File: src/rtl/alu_input_sequencer.sv
// Operand-entry sequencer for the board ALU harness: synchronises and
// debounces keys/switches, loads A, B and opcode, then captures the result.
package alu_seq_pkg;
    typedef logic [3:0] aluop_t;
    localparam aluop_t ALU_SLL  = 4'd0;
    localparam aluop_t ALU_SRL  = 4'd1;
    localparam aluop_t ALU_ADD  = 4'd2;
    localparam aluop_t ALU_SUB  = 4'd3;
    localparam aluop_t ALU_AND  = 4'd4;
    localparam aluop_t ALU_OR   = 4'd5;
    localparam aluop_t ALU_XOR  = 4'd6;
    localparam aluop_t ALU_NOR  = 4'd7;
    localparam aluop_t ALU_SLT  = 4'd8;
    localparam aluop_t ALU_SLTU = 4'd9;

    typedef enum logic [2:0] {
        GET_A  = 3'd0,
        GET_B  = 3'd1,
        GET_OP = 3'd2,
        EXEC   = 3'd3,
        SHOW   = 3'd4
    } state_t;
endpackage

module alu_input_sequencer
    import alu_seq_pkg::*;
#(
    parameter int DEBOUNCE_CYCLES = 500000,
    parameter int SYNC_STAGES     = 2
) (
    input  logic        CLK,
    input  logic        nRST,
    input  logic [3:0]  key_n,
    input  logic [16:0] sw,
    output logic [31:0] portA,
    output logic [31:0] portB,
    output aluop_t      aluop,
    input  logic [31:0] alu_result,
    input  logic        alu_zero,
    input  logic        alu_neg,
    input  logic        alu_ovf,
    output logic [31:0] result_q,
    output logic [2:0]  flags_q,
    output logic [2:0]  state_o,
    output logic        done
);

    localparam int CW = $clog2(DEBOUNCE_CYCLES + 1);

    logic [SYNC_STAGES-1:0][3:0]  ksync_q, ksync_d;
    logic [SYNC_STAGES-1:0][16:0] ssync_q, ssync_d;
    logic [3:0]                   key_s;
    logic [16:0]                  sw_s;

    logic [3:0][CW-1:0] cnt_q, cnt_d;
    logic [3:0]         db_q, db_d;
    logic [3:0]         evt_q, evt_d;
    logic               ent_evt, clr_evt;
    logic               unused_evt;

    state_t      state_q, state_d;
    logic [31:0] porta_q, porta_d;
    logic [31:0] portb_q, portb_d;
    aluop_t      aluop_q, aluop_d;
    logic [31:0] result_d;
    logic [2:0]  flags_d;
    logic        done_q, done_d;
    logic [31:0] operand;

    always_comb begin
        ksync_d[0] = key_n;
        ssync_d[0] = sw;
        for (int i = 1; i < SYNC_STAGES; i++) begin
            ksync_d[i] = ksync_q[i-1];
            ssync_d[i] = ssync_q[i-1];
        end
    end

    assign key_s   = ksync_q[SYNC_STAGES-1];
    assign sw_s    = ssync_q[SYNC_STAGES-1];
    assign operand = {{16{sw_s[16]}}, sw_s[15:0]};

    // Level only flips after a full run of disagreeing samples.
    always_comb begin
        for (int k = 0; k < 4; k++) begin
            db_d[k]  = db_q[k];
            cnt_d[k] = '0;
            if (key_s[k] != db_q[k]) begin
                if (cnt_q[k] == CW'(DEBOUNCE_CYCLES)) begin
                    db_d[k] = key_s[k];
                end else begin
                    cnt_d[k] = cnt_q[k] + CW'(1);
                end
            end
        end
        evt_d = db_q & ~db_d;
    end

    assign ent_evt    = evt_q[0];
    assign clr_evt    = evt_q[3];
    assign unused_evt = ^evt_q[2:1];

    always_comb begin
        state_d  = state_q;
        porta_d  = porta_q;
        portb_d  = portb_q;
        aluop_d  = aluop_q;
        result_d = result_q;
        flags_d  = flags_q;
        done_d   = 1'b0;
        if (clr_evt) begin
            state_d  = GET_A;
            porta_d  = '0;
            portb_d  = '0;
            aluop_d  = '0;
            result_d = '0;
            flags_d  = '0;
        end else begin
            unique case (state_q)
                GET_A: if (ent_evt) begin
                    porta_d = operand;
                    state_d = GET_B;
                end
                GET_B: if (ent_evt) begin
                    portb_d = operand;
                    state_d = GET_OP;
                end
                GET_OP: if (ent_evt) begin
                    aluop_d = sw_s[3:0];
                    state_d = EXEC;
                end
                EXEC: begin
                    result_d = alu_result;
                    flags_d  = {alu_ovf, alu_neg, alu_zero};
                    done_d   = 1'b1;
                    state_d  = SHOW;
                end
                SHOW: if (ent_evt) begin
                    state_d = GET_A;
                end
                default: state_d = GET_A;
            endcase
        end
    end

    always_ff @(posedge CLK) begin
        if (!nRST) begin
            ksync_q  <= '1;
            ssync_q  <= '1;
            cnt_q    <= '0;
            db_q     <= '1;
            evt_q    <= '0;
            state_q  <= GET_A;
            porta_q  <= '0;
            portb_q  <= '0;
            aluop_q  <= '0;
            result_q <= '0;
            flags_q  <= '0;
            done_q   <= 1'b0;
        end else begin
            ksync_q  <= ksync_d;
            ssync_q  <= ssync_d;
            cnt_q    <= cnt_d;
            db_q     <= db_d;
            evt_q    <= evt_d;
            state_q  <= state_d;
            porta_q  <= porta_d;
            portb_q  <= portb_d;
            aluop_q  <= aluop_d;
            result_q <= result_d;
            flags_q  <= flags_d;
            done_q   <= done_d;
        end
    end

    assign portA   = porta_q;
    assign portB   = portb_q;
    assign aluop   = aluop_q;
    assign state_o = state_q;
    assign done    = done_q;

endmodule

File: config.mk
export PLATFORM = sky130hd
export DESIGN_NAME = alu_input_sequencer
export DESIGN_NICKNAME = d
export VERILOG_FILES = /design/src/rtl/alu_input_sequencer.sv
export SDC_FILE = /design/constraint.sdc
export NUM_CORES = 1
export LEC_CHECK = 0
export ABC_CLOCK_PERIOD_IN_PS = 3400
export BUFFER_PORTS_ARGS = -buffer_cell sky130_fd_sc_hd__buf_2
export CAP_MARGIN = 20
export CORE_MARGIN = 5
export CORE_UTILIZATION = 35
export CTS_CLUSTER_SIZE = 40
export DETAILED_ROUTE_END_ITERATION = 16
export SLEW_MARGIN = 10
export SYNTH_ARGS = -nofsm -noshare
export SYNTH_HDL_FRONTEND = slang
export SYNTH_SLANG_ARGS = --single-unit
File: constraint.sdc
create_clock -name CLK -period 3.4 [get_ports CLK]
set_clock_uncertainty 0.1 [all_clocks]
set_input_delay 0.17 -clock CLK [delete_from_list [all_inputs] [get_ports CLK]]
set_output_delay 0.17 -clock CLK [all_outputs]
set_load 0.02 [all_outputs]
Word level (Yosys, flattened, before mapping)
Index checks and enable logic that the tools add are counted.
{"block": "op_classes", "n_reduce_logical": 10, "eq_ne": 16, "n_addsub": 4, "muxes": 14, "bitwise_logic": 7}
{"cell": "adder 19 x 1 -> 19 bit (second input constant)", "count": 4}
{"cell": "== test 19 bit (second input constant)", "count": 4}
{"cell": "one-hot mux 3 bit (5 select lines)", "count": 1}
{"cell": "2-to-1 mux 3 bit", "count": 4}
{"cell": "OR reduction 3 bit", "count": 4}
{"cell": "2-to-1 mux 1 bit", "count": 9}
{"cell": "inequality test 2 bit (second input constant)", "count": 4}
{"cell": "== test 3 x 2 -> 1 bit (second input constant)", "count": 2}
{"cell": "AND reduction 2 bit", "count": 3}
{"cell": "inverter 1 bit", "count": 5}
{"cell": "AND 4 bit", "count": 1}
{"cell": "inequality test 1 bit", "count": 4}
{"cell": "inverter 4 bit", "count": 1}
{"cell": "AND reduction 4 bit", "count": 1}
{"cell": "== test 3 x 1 -> 1 bit (second input constant)", "count": 1}
{"cell": "== test 3 bit (second input constant)", "count": 1}
{"cell": "logical NOT 3 bit", "count": 1}
{"cell": "OR reduction 2 bit", "count": 1}
{"block": "word_totals", "output_inout_bits": 107, "in_bits": 58, "ff_bits": 203, "wordCells": 68}

Depth between registers and ports, before layout
Gate-level depths: netlist of run 1.
{"block": "logic_depth", "depth_word": 5, "ltp_mapped": 7, "mapped_depth_nobuf": 6}

Worst setup path after synthesis of run 1
OpenSTA, ideal clock, no wires.
{"block": "synth_path", "path_kind": "reg-to-reg", "from": "reg cnt_q[57] (netlist name)", "to": "reg cnt_q[75] (netlist name)", "n_path_buf": 0, "arrival_ps": 1698, "t_required_ps": 3227, "setup_slack_ps": 1529, "period_less_slack_ps": 1871, "stages_incl_launch_ff": 6, "setup_ps": 73, "path_cell_list": "dfxtp_1 > ha_1 > nand3_2 > or4_4 > or3_1 > a21oi_1"}
{"block": "synth_between", "elab_chain_cells": 2, "word_cells_on_any_way": 3, "classes_between": "add/sub: 1; eq/ne: 1; reduce/logical: 1"}
{"element": "from (decl)", "line_no": "55", "text": "logic [3:0][CW-1:0] cnt_q, cnt_d;"}
{"element": "from (signal assigned)", "line_no": "163", "text": "cnt_q <= cnt_d;"}
{"element": "branches (longest 2 deep; another with adder 19 x 1 -> 19 bit)"}
Parallel ways; which one is timed is not known.
A chain may end at the register's enable or synchronous reset.

Worst setup path in the final report of run 1
Ends and elaborated chain as after synthesis.

==> metrics.txt, run 1 <==
Post-Syn Area=5860 sq um; Sw Pwr=0.000784 W; post-cts repair resize count=0; Hold Path Cell Cnt=3; crit path launch type=register; CP cell instances=ha_1 > nand3_2 > or4_4 > or3_1 > a21oi_1; post-synthesis sequential area ratio=53.7%; CP required=3.63 ns; core area=between 15,000 and 20,000 sq um; io pins=165; critical path class=register to register; RSZ-0062 raised after global routing=no; maximum vdd ir drop=0.000339 V; Crit path largest cell delay=between 0.5 and 0.6 ns; Final period util=60.6%; Final Hold Viols=0; Gate power share=3.5%; flop2flop setup slack=1.34 ns; Syn Inst Count=around 670; Critical Path Start=cnt_q[57]; placer congestion estimate=0.774; antenna-violating nets left=0; Reg-to-Reg Start=cnt_q[57]; crit-path leading delay family=simple AND/OR/NAND/NOR gates; Slew Limit Fails=0; layout cells sized above 1=24.4%; Layout area overhead=31.6%; reg2reg path depth=5; DRC viols=0; distinct cell type count after synthesis=36; initial antenna violation count=1; critical path's slowest cell=or4_4; Syn Nets=about 730; setup TNS=0 ns; global-route wire length before repair=22,500 um; commonest non-fill, non-tap cell in the layout=buf_2; FFs w/ async S/R, synth=0%; crit path max fanout=7; clock power share=45.7%; DRT Pass-1 Iters=4; Max Fclk=485 MHz; commonest non-fill, non-tap cells in the layout=buf_2 (162), dfxtp_1 (157), nand2_1 (151); Max clock buf depth=2; largest net degree at the start of global routing=45; vias per cell=4.53; initial drt markers=236; Max-cap violations=0; Die W=139 um; Post-synth EDFFs=0; WHS Endpoint=ksync_d[4]; worst hold path type=input pin to register; crit path time final=around 2.1 ns; CTS root buffer=clkbuf_16; PD cells=478 nW/um^2; Max-slew headroom=a little under two fifths; #FFs+latches synth=157; post-route insts no fill=1,076; via count=~4.9k; # setup viols final=0; Flop pwr share=50.8%; clk sinks=157; total routed wirelength=13,800 um; synth warn=0; die area=19,400 sq um; Synth Flop Type=dfxtp_1; final HPWL from detailed placement=roughly 9000 um; grt ovf=0; Power Internal=0.00290 W; switching part of the total=21.3%; GRT Total Usage=14.0%; syn avg cell area=8.81 sq um; Fill cells=1,632; Avg WL per Cell=roughly 13 um; Worst-Skew Late Latency=0.42 ns; Crit path depth=5; Lkg Pwr=about 3 nW; Reg clk slew, reported paths=0.06 ns; final instance area=7710 sq um; Final #Nets=between 900 and 1k; r2r endpoint=cnt_q[75]; CTS tree=done; H-tree depth=4; placed cell area=6640 sq um; vias in the first global route=4,467; Cells after DPL=991; HP Start=nRST; total CTS buffers=17; CP Buf/Inv Count=0; Port-buffer cells=162; total power=0.00368 W; hold_ws=0.200 ns; initial core utilization=35.5%; CP endpoint kind=register; worst-margin pin slew=roughly 0.94 ns; status=completed; height of the die=139 um; Row Count=47; arrival time worst endpoint=2.29 ns
routing by layer:
layer	share of wire, %	global-route usage [%]	wire, um	vias up
li1	-	-	-	2508
met1	44	17.6	6120	2188
met2	47	22.2	6410	144
met3	5.9	3.53	809	33
met4	3.2	7.26	442	0
met5	0	0	0	-
state kept, by name, summed over array words and instances (netlist names), 2 cells and up:
name,flops
result_q,32
portB,17
state_o,3
sw_s,17
cnt_q,38
db_q,2
ksync_d,2
portA,17
key_s,2
evt_q,2
ssync_d,17
flags_q,3
aluop,4
repair_timing:
action	in CTS	in global routing
endpoints found under the hold margin	54	0
hold buffers	54	0
setup buffers	0	0
cell families (layout without fill, tap and decap cells):
kind of cell	count (synthesis)	count (layout)	share of synthesized area, %
buffers and inverters	73	263	6.69
muxes	5	5	0.876
AOI/OAI and AO/OA	85	85	7.69
and+or+nand+nor	310	310	25.6
other	0	1	0
adders and majority gates	4	4	0.854
DFF	157	157	53.7
xor gates and xnor gates	31	31	4.63
worst min-delay path, cell delays in order:
cell and delay (ns):
buf_2 0.12, buf_4 0.27, nand2b_1 0.12
how the worst max path moves through the flow:
stage / end / slack [ns]
3_5_place_dp: cnt_q[12] / 1.35
3_3_place_gp: cnt_q[2] / 1.37
4_1_cts: cnt_q[75] / 1.34
6_report: cnt_q[75] / 1.34
5_1_grt: cnt_q[3] / 1.11
2_1_floorplan: cnt_q[75] / 1.53
power by group through the flow:
| stage | logic (W) | clock network, W | registers, W |
|---|---|---|---|
| 2_1_floorplan | 0.0000398 | 0 | 0.00191 |
| 3_3_place_gp | 0.0000810 | 0 | 0.00191 |
| 3_5_place_dp | 0.0000814 | 0 | 0.00191 |
| 4_1_cts | 0.000131 | 0.00173 | 0.00187 |
| 5_1_grt | 0.000143 | 0.00181 | 0.00187 |
| 6_report | 0.000130 | 0.00168 | 0.00187 |
stage by stage:
stage	worst slack (ns)	utilization, %
after floorplan	1.53	-
after global placement	1.37	40.2
after detailed placement	1.35	40.2
after CTS	1.34	46.6
after global routing	1.11	46.6
final	1.34	46.6
synthesized netlist by cell type (2+ instances only):
master / instances / area [sq um]
a21oi_1: 75 / 375
and4b_1: 2 / 20.0
buf_1: 3 / 11.3
buf_2: 4 / 20.0
buf_4: 30 / 225
clkbuf_1: 24 / 90.1
dfxtp_1: 157 / 3140
ha_1: 4 / 50.1
inv_1: 12 / 45.0
mux2i_1: 4 / 40.0
nand2_1: 151 / 567
nand2b_1: 42 / 263
nand3_1: 15 / 75.1
nand3b_1: 3 / 22.5
nand4_1: 8 / 50.1
nand4_4: 2 / 42.5
nor2_1: 43 / 161
nor3_1: 11 / 55.1
nor4_1: 11 / 68.8
nor4b_1: 6 / 52.6
o211ai_2: 2 / 25.0
o21ai_0: 4 / 20.0
o31ai_1: 3 / 22.5
or2_1: 2 / 12.5
or2_2: 2 / 12.5
or3_1: 4 / 25.0
or4_1: 3 / 22.5
xnor2_1: 22 / 193
xor2_1: 9 / 78.8
area by class of cell:
type,instances,area [sq um],area share [%]
antenna,1,2.50,0.0325
sequential,157,3140,40.8
clock inverter,10,68.8,0.893
timing repair buffer,221,1390,18.0
clock buffer,20,457,5.92
tap,220,275,3.57
multi-input combinational,435,2330,30.2
inverter,12,45.0,0.584
Power figures use the tool's default switching activity.
==> run 2, diff against run 1 <==
ABC_AREA = 1   (was not set)
ABC_CLOCK_PERIOD_IN_PS = 1980   (was 3400)
clock period = 1.98 ns   (was 3.4 ns; I/O delays follow)
==> metrics.txt, run 2 <==
post-synth top area share=between 50% and 60%; Core Util, Final=46.5%; CP endpoint kind=register; status=completed; synth warn=0; syn avg cell area=7.88 sq um; #FFs+latches synth=157; Final #Nets=1,039; maximum vdd ir drop=0.000589 V; FFs w/ async S/R, synth=0%; CP Buf/Inv Count=3; setup TNS=0 ns; Avg WL per Cell=12.2 um; Reg clk slew, reported paths=around 0.070 ns; Final Hold Viols=0; Syn Nets=853; Port-buffer cells=between 150 and 200; Lkg Pwr=3.23 nW; H-tree depth=4; list of most frequent post-synthesis cells=nand2_1 (239), dfxtp_1 (157), nor2_1 (80); Row Count=48; vias in the first global route=4,892; Crit path largest cell delay=0.82 ns; post-cts repair resize count=0; via count=5,274; height of the die=143 um; ANT cells=0; total CTS buffers=17; commonest non-fill, non-tap cells in the layout=nand2_1 (239), buf_2 (162), dfxtp_1 (157); Fill cells=1,714; DRC viols=0; Final period util=~85%; hold-fix buffers at CTS=55; Largest regs=cnt_q: 38 flops, result_q: 32 flops; DRT Pass-1 Iters=4; crit path launch type=input pin; PD cells=800 nW/um^2; final HPWL from detailed placement=9990 um; area leader, netlist=dfxtp_1; Post-synth EDFFs=0; vias per cell=between 4 and 5; crit path time final=1.69 ns; antenna-violating nets left=0; CTS tree=done; RSZ-0062 raised after global routing=no; arrival time worst endpoint=1.84 ns; Syn Inst Count=between 700 and 800; # setup viols final=0; Max clock buf depth=2; Max-cap violations=0; critical path class=input pin to register; post-synthesis sequential area ratio=50.4%; Biggest register=cnt_q; clk sinks=157; worst hold path type=input pin to register; setup bufs post-CTS=0; distinct cell type count after synthesis=30; max FFs per register=38; total routed wirelength=about 15,000 um; Worst-Skew Late Latency=0.41 ns; GRT Total Usage=between 10% and 20%; commonest non-fill, non-tap cell in the layout=nand2_1; Die W=143 um; core area=about 17,000 sq um; Max Fclk=592 MHz; initial antenna violation count=0; crit path max fanout=77; synth top area cells=dfxtp_1 (50%), nand2_1 (14%), a21oi_1 (5.0%); worst-margin pin slew=1.10 ns; grt ovf=0; total power=0.00648 W; crit-path leading delay family=simple AND/OR/NAND/NOR gates; Post-Syn Area=~6200 sq um; die area=just over 20,000 sq um; Max-slew headroom=roughly 27%; Slew Limit Fails=0; CP required=2.13 ns; most frequent cell after synthesis=nand2_1; Layout area overhead=29.9%; initial core utilization=between 30% and 40%; largest net degree at the start of global routing=78; placer congestion estimate=0.862; global-route wire length before repair=23,900 um; initial drt markers=209; critical path's slowest cell=or2_4; layout cells sized above 1=between 20% and 30%; CP cell instances=dlygate4sd3_1 > buf_2 > inv_2 > or2_4 > a21oi_1; CTS root buffer=clkbuf_16; io pins=165; Synth Flop Type=dfxtp_1
## run 2: cell types whose count changed after synthesis, sizes merged, moves of 11 or more
cell,delta
a21oi,+17
buf,+12
clkbuf,-18
inv,+41
nand2,+93
nand2b,-42
nor2,+41
nor4,-11
or2,+36
xnor2,-20
## run 2: final timing paths
path | start | endpoint | slack, ns | cells past startpoint
setup / recovery | nRST | result_q[28] | 0.29 | 5
hold / removal | sw[0] | ssync_d[17] | 0.30 | 3
setup reg to reg | cnt_q[57] | cnt_q[75] | 0.30 | 8
hold reg to reg | ssync_d[28] | sw_s[11] | 0.31 | 1
## run 2: layer usage
layer,share of wire [%],global-route usage (%),vias up
met5,0,0,-
met3,5.0,3.96,10
li1,-,-,2818
met2,47,23.5,118
met4,1.3,4.81,0
met1,47,18.5,2328
## run 2: cell families after synthesis
| kind of cell | Yosys count | share of synthesized area (%) |
|---|---|---|
| DFF | 157 | 50.4 |
| buffers and inverters | 110 | 9.39 |
| adders and majority gates | 4 | 0.803 |
| AOI/OAI and AO/OA | 103 | 10.1 |
| xor gates and xnor gates | 12 | 1.69 |
| and+or+nand+nor | 405 | 27.6 |
## run 2: final cells by class
type	count	area (sq um)	share of cell area, %
multi-input cells	524	2510	31.0
repair buffers	222	1400	17.3
well taps	225	282	3.48
clock inverters	13	106	1.31
inverters	55	206	2.55
clock buffers	19	453	5.59
flip-flops and latches	157	3140	38.8
## run 2: report_power, final
part / internal (W) / switching, W
registers: 0.00320 / 0.0000178
logic: 0.000136 / 0.0000900
clock network: 0.00169 / 0.00134
## run 2: worst reg2reg max path: stages (launching register included)
cell and delay [ns]:
dfxtp_1 0.43, ha_1 0.25, nand3_2 0.14, nor2_2 0.21
nand2_2 0.12, nor2_1 0.13, nand3_1 0.08, nand2_1 0.06
nor2_1 0.04
## run 2: stage by stage
stage | cell area (sq um) | hold WS [ns] | setup WS (ns) | cells
4_1_cts | 8100 | 0.277 | 0.306 | 1215
3_5_place_dp | 6990 | 0.188 | 0.328 | 1128
5_1_grt | 8100 | 0.289 | 0.105 | 1215
3_3_place_gp | 6990 | 0.187 | 0.328 | 1128
2_1_floorplan | 6240 | 0.0836 | 0.500 | 791
6_report | 8100 | 0.301 | 0.291 | 1215
==> run 3, diff against run 2 <==
BUFFER_PORTS_ARGS = not set   (was -buffer_cell sky130_fd_sc_hd__buf_2)
DONT_BUFFER_PORTS = 1   (was not set)
==> metrics.txt, run 3 (same netlist as run 2, synthesis figures left out) <==
grt ovf=0; vias per cell=4.53; arrival time worst endpoint=1.83 ns; commonest non-fill, non-tap cells in the layout=nand2_1 (239), dfxtp_1 (155), nor2_1 (80); crit path max fanout=6; io pins=165; flop2flop setup slack=0.34 ns; CTS tree=done; Slew Limit Fails=0; RSZ-0062 raised after global routing=no; CP endpoint=cnt_q[75]; vias in the first global route=4,552; setup bufs post-CTS=0; die area=20,600 sq um; GRT Total Usage=13.5%; largest net degree at the start of global routing=78; Crit path largest cell delay=0.42 ns; r2r endpoint=cnt_q[75]; Largest regs=cnt_q: 38 flops, result_q: 32 flops; Die W=143 um; placed cell area=6260 sq um; initial core utilization=roughly 36%; Max-cap violations=0; layout cells sized above 1=15.0%; Port-buffer cells=0; via count=4,798; final HPWL from detailed placement=~9000 um; Max clock buf depth=2; Reg clk slew, reported paths=0.06 ns; Core Util, Final=42.2%; CP endpoint kind=register; global-route wire length before repair=between 20,000 and 25,000 um; maximum vdd ir drop=0.000570 V; Lkg Pwr=roughly 2.5 nW; Layout area overhead=18.0%; initial antenna violation count=0; worst hold path type=input pin to register; crit path time final=about 1.6 ns; CP required=2.17 ns; Biggest register=cnt_q; ANT cells=0; CP cell instances=ha_1 > nand3_2 > nor2_2 > nand2_2 > nor2_1 > nand3_1 > nand2_1 > nor2_1; PD cells=~870 nW/um^2; total routed wirelength=13,700 um; Avg WL per Cell=~13 um; critical path's slowest cell=dfxtp_1; Reg-to-Reg Start=cnt_q[57]; clk sinks=about 160; Final period util=82.7%; Max-slew headroom=59.8%; setup TNS=0 ns; HP Start=nRST; core area=17,400 sq um; H-tree depth=4; CTS root buffer=clkbuf_16; total CTS buffers=17; initial drt markers=267; Critical Path Start=cnt_q[57]; Final #Nets=between 800 and 900; DRC viols=0; post-cts repair resize count=0; DRT Pass-1 Iters=4; Row Count=48; # setup viols final=0; reg2reg path depth=8; status=completed; height of the die=143 um; max FFs per register=38; final instance area=7360 sq um; placer congestion estimate=0.812; antenna-violating nets left=0; Worst-Skew Late Latency=approximately 0.42 ns; critical path class=register to register; commonest non-fill, non-tap cell in the layout=nand2_1; Final Hold Viols=0; crit path launch type=register; worst-margin pin slew=0.602 ns; Max Fclk=611 MHz; cell mode on critical path=nor2_1
-- run 3: changes by cell type in the layout (fill, tap and decap cells not counted), sizes merged --
cell,delta
inv,-3
clkbuf,+2
clkinvlp,-4
buf,-155
clkinv,+3
-- run 3: worst min-delay path by stage --
stage | endpoint | cells past startpoint | slack, ns
floorplan | db_q[0] | 1 | 0.08
finish | ksync_d[7] | 3 | 0.09
CTS | key_s[3] | 3 | 0.08
detailed placement | db_q[3] | 1 | 0.09
global route | sw_s[2] | 3 | 0.12
global placement | db_q[3] | 1 | 0.1
-- run 3: what timing repair did --
item / in CTS / in global routing
setup endpoints to repair: 0 / 0
endpoints found under the hold margin: 58 / 0
hold buffers: 55 / 0
-- run 3: per-stage QoR --
| step | power, W | cells | setup WS [ns] | hold WS, ns |
|---|---|---|---|---|
| after global routing | 0.00663 | 1058 | 0.173 | 0.119 |
| after global placement | 0.00337 | 973 | 0.346 | 0.0962 |
| after floorplan | 0.00336 | 791 | 0.500 | 0.0836 |
| after CTS | 0.00647 | 1058 | 0.330 | 0.0833 |
| after detailed placement | 0.00337 | 973 | 0.347 | 0.0897 |
| final | 0.00637 | 1058 | 0.342 | 0.0881 |
-- run 3: report_power, final --
| group | switching, W | internal, W | leakage (nW) |
|---|---|---|---|
| sequential | 0.0000178 | 0.00319 | 1.28 |
| combinational | 0.0000767 | 0.000105 | 0.924 |
| clock | 0.00125 | 0.00173 | 0.270 |
-- run 3: routing by layer --
| layer | wire length (um) | GRT usage (%) |
|---|---|---|
| met1 | 6340 | 16.8 |
| met2 | 6330 | 21.5 |
| met3 | 777 | 4.76 |
| met4 | 269 | 5.00 |
| met5 | 0 | 0 |
-- run 3: worst max-delay path, delay by kind of cell (launching register included) --
kind / cells / cell delay [ns]
DFF: 1 / 0.42
and+or+nand+nor: 7 / 0.75
adders and majority gates: 1 / 0.24
-- run 3: cell type report --
cell class	count	area, sq um
fill	1741	10100
tap	225	282
timing repair buffer	67	666
clock buffer	21	482
sequential	157	3150
multi-input combinational	524	2510
clock inverter	9	62.6
inverter	55	206
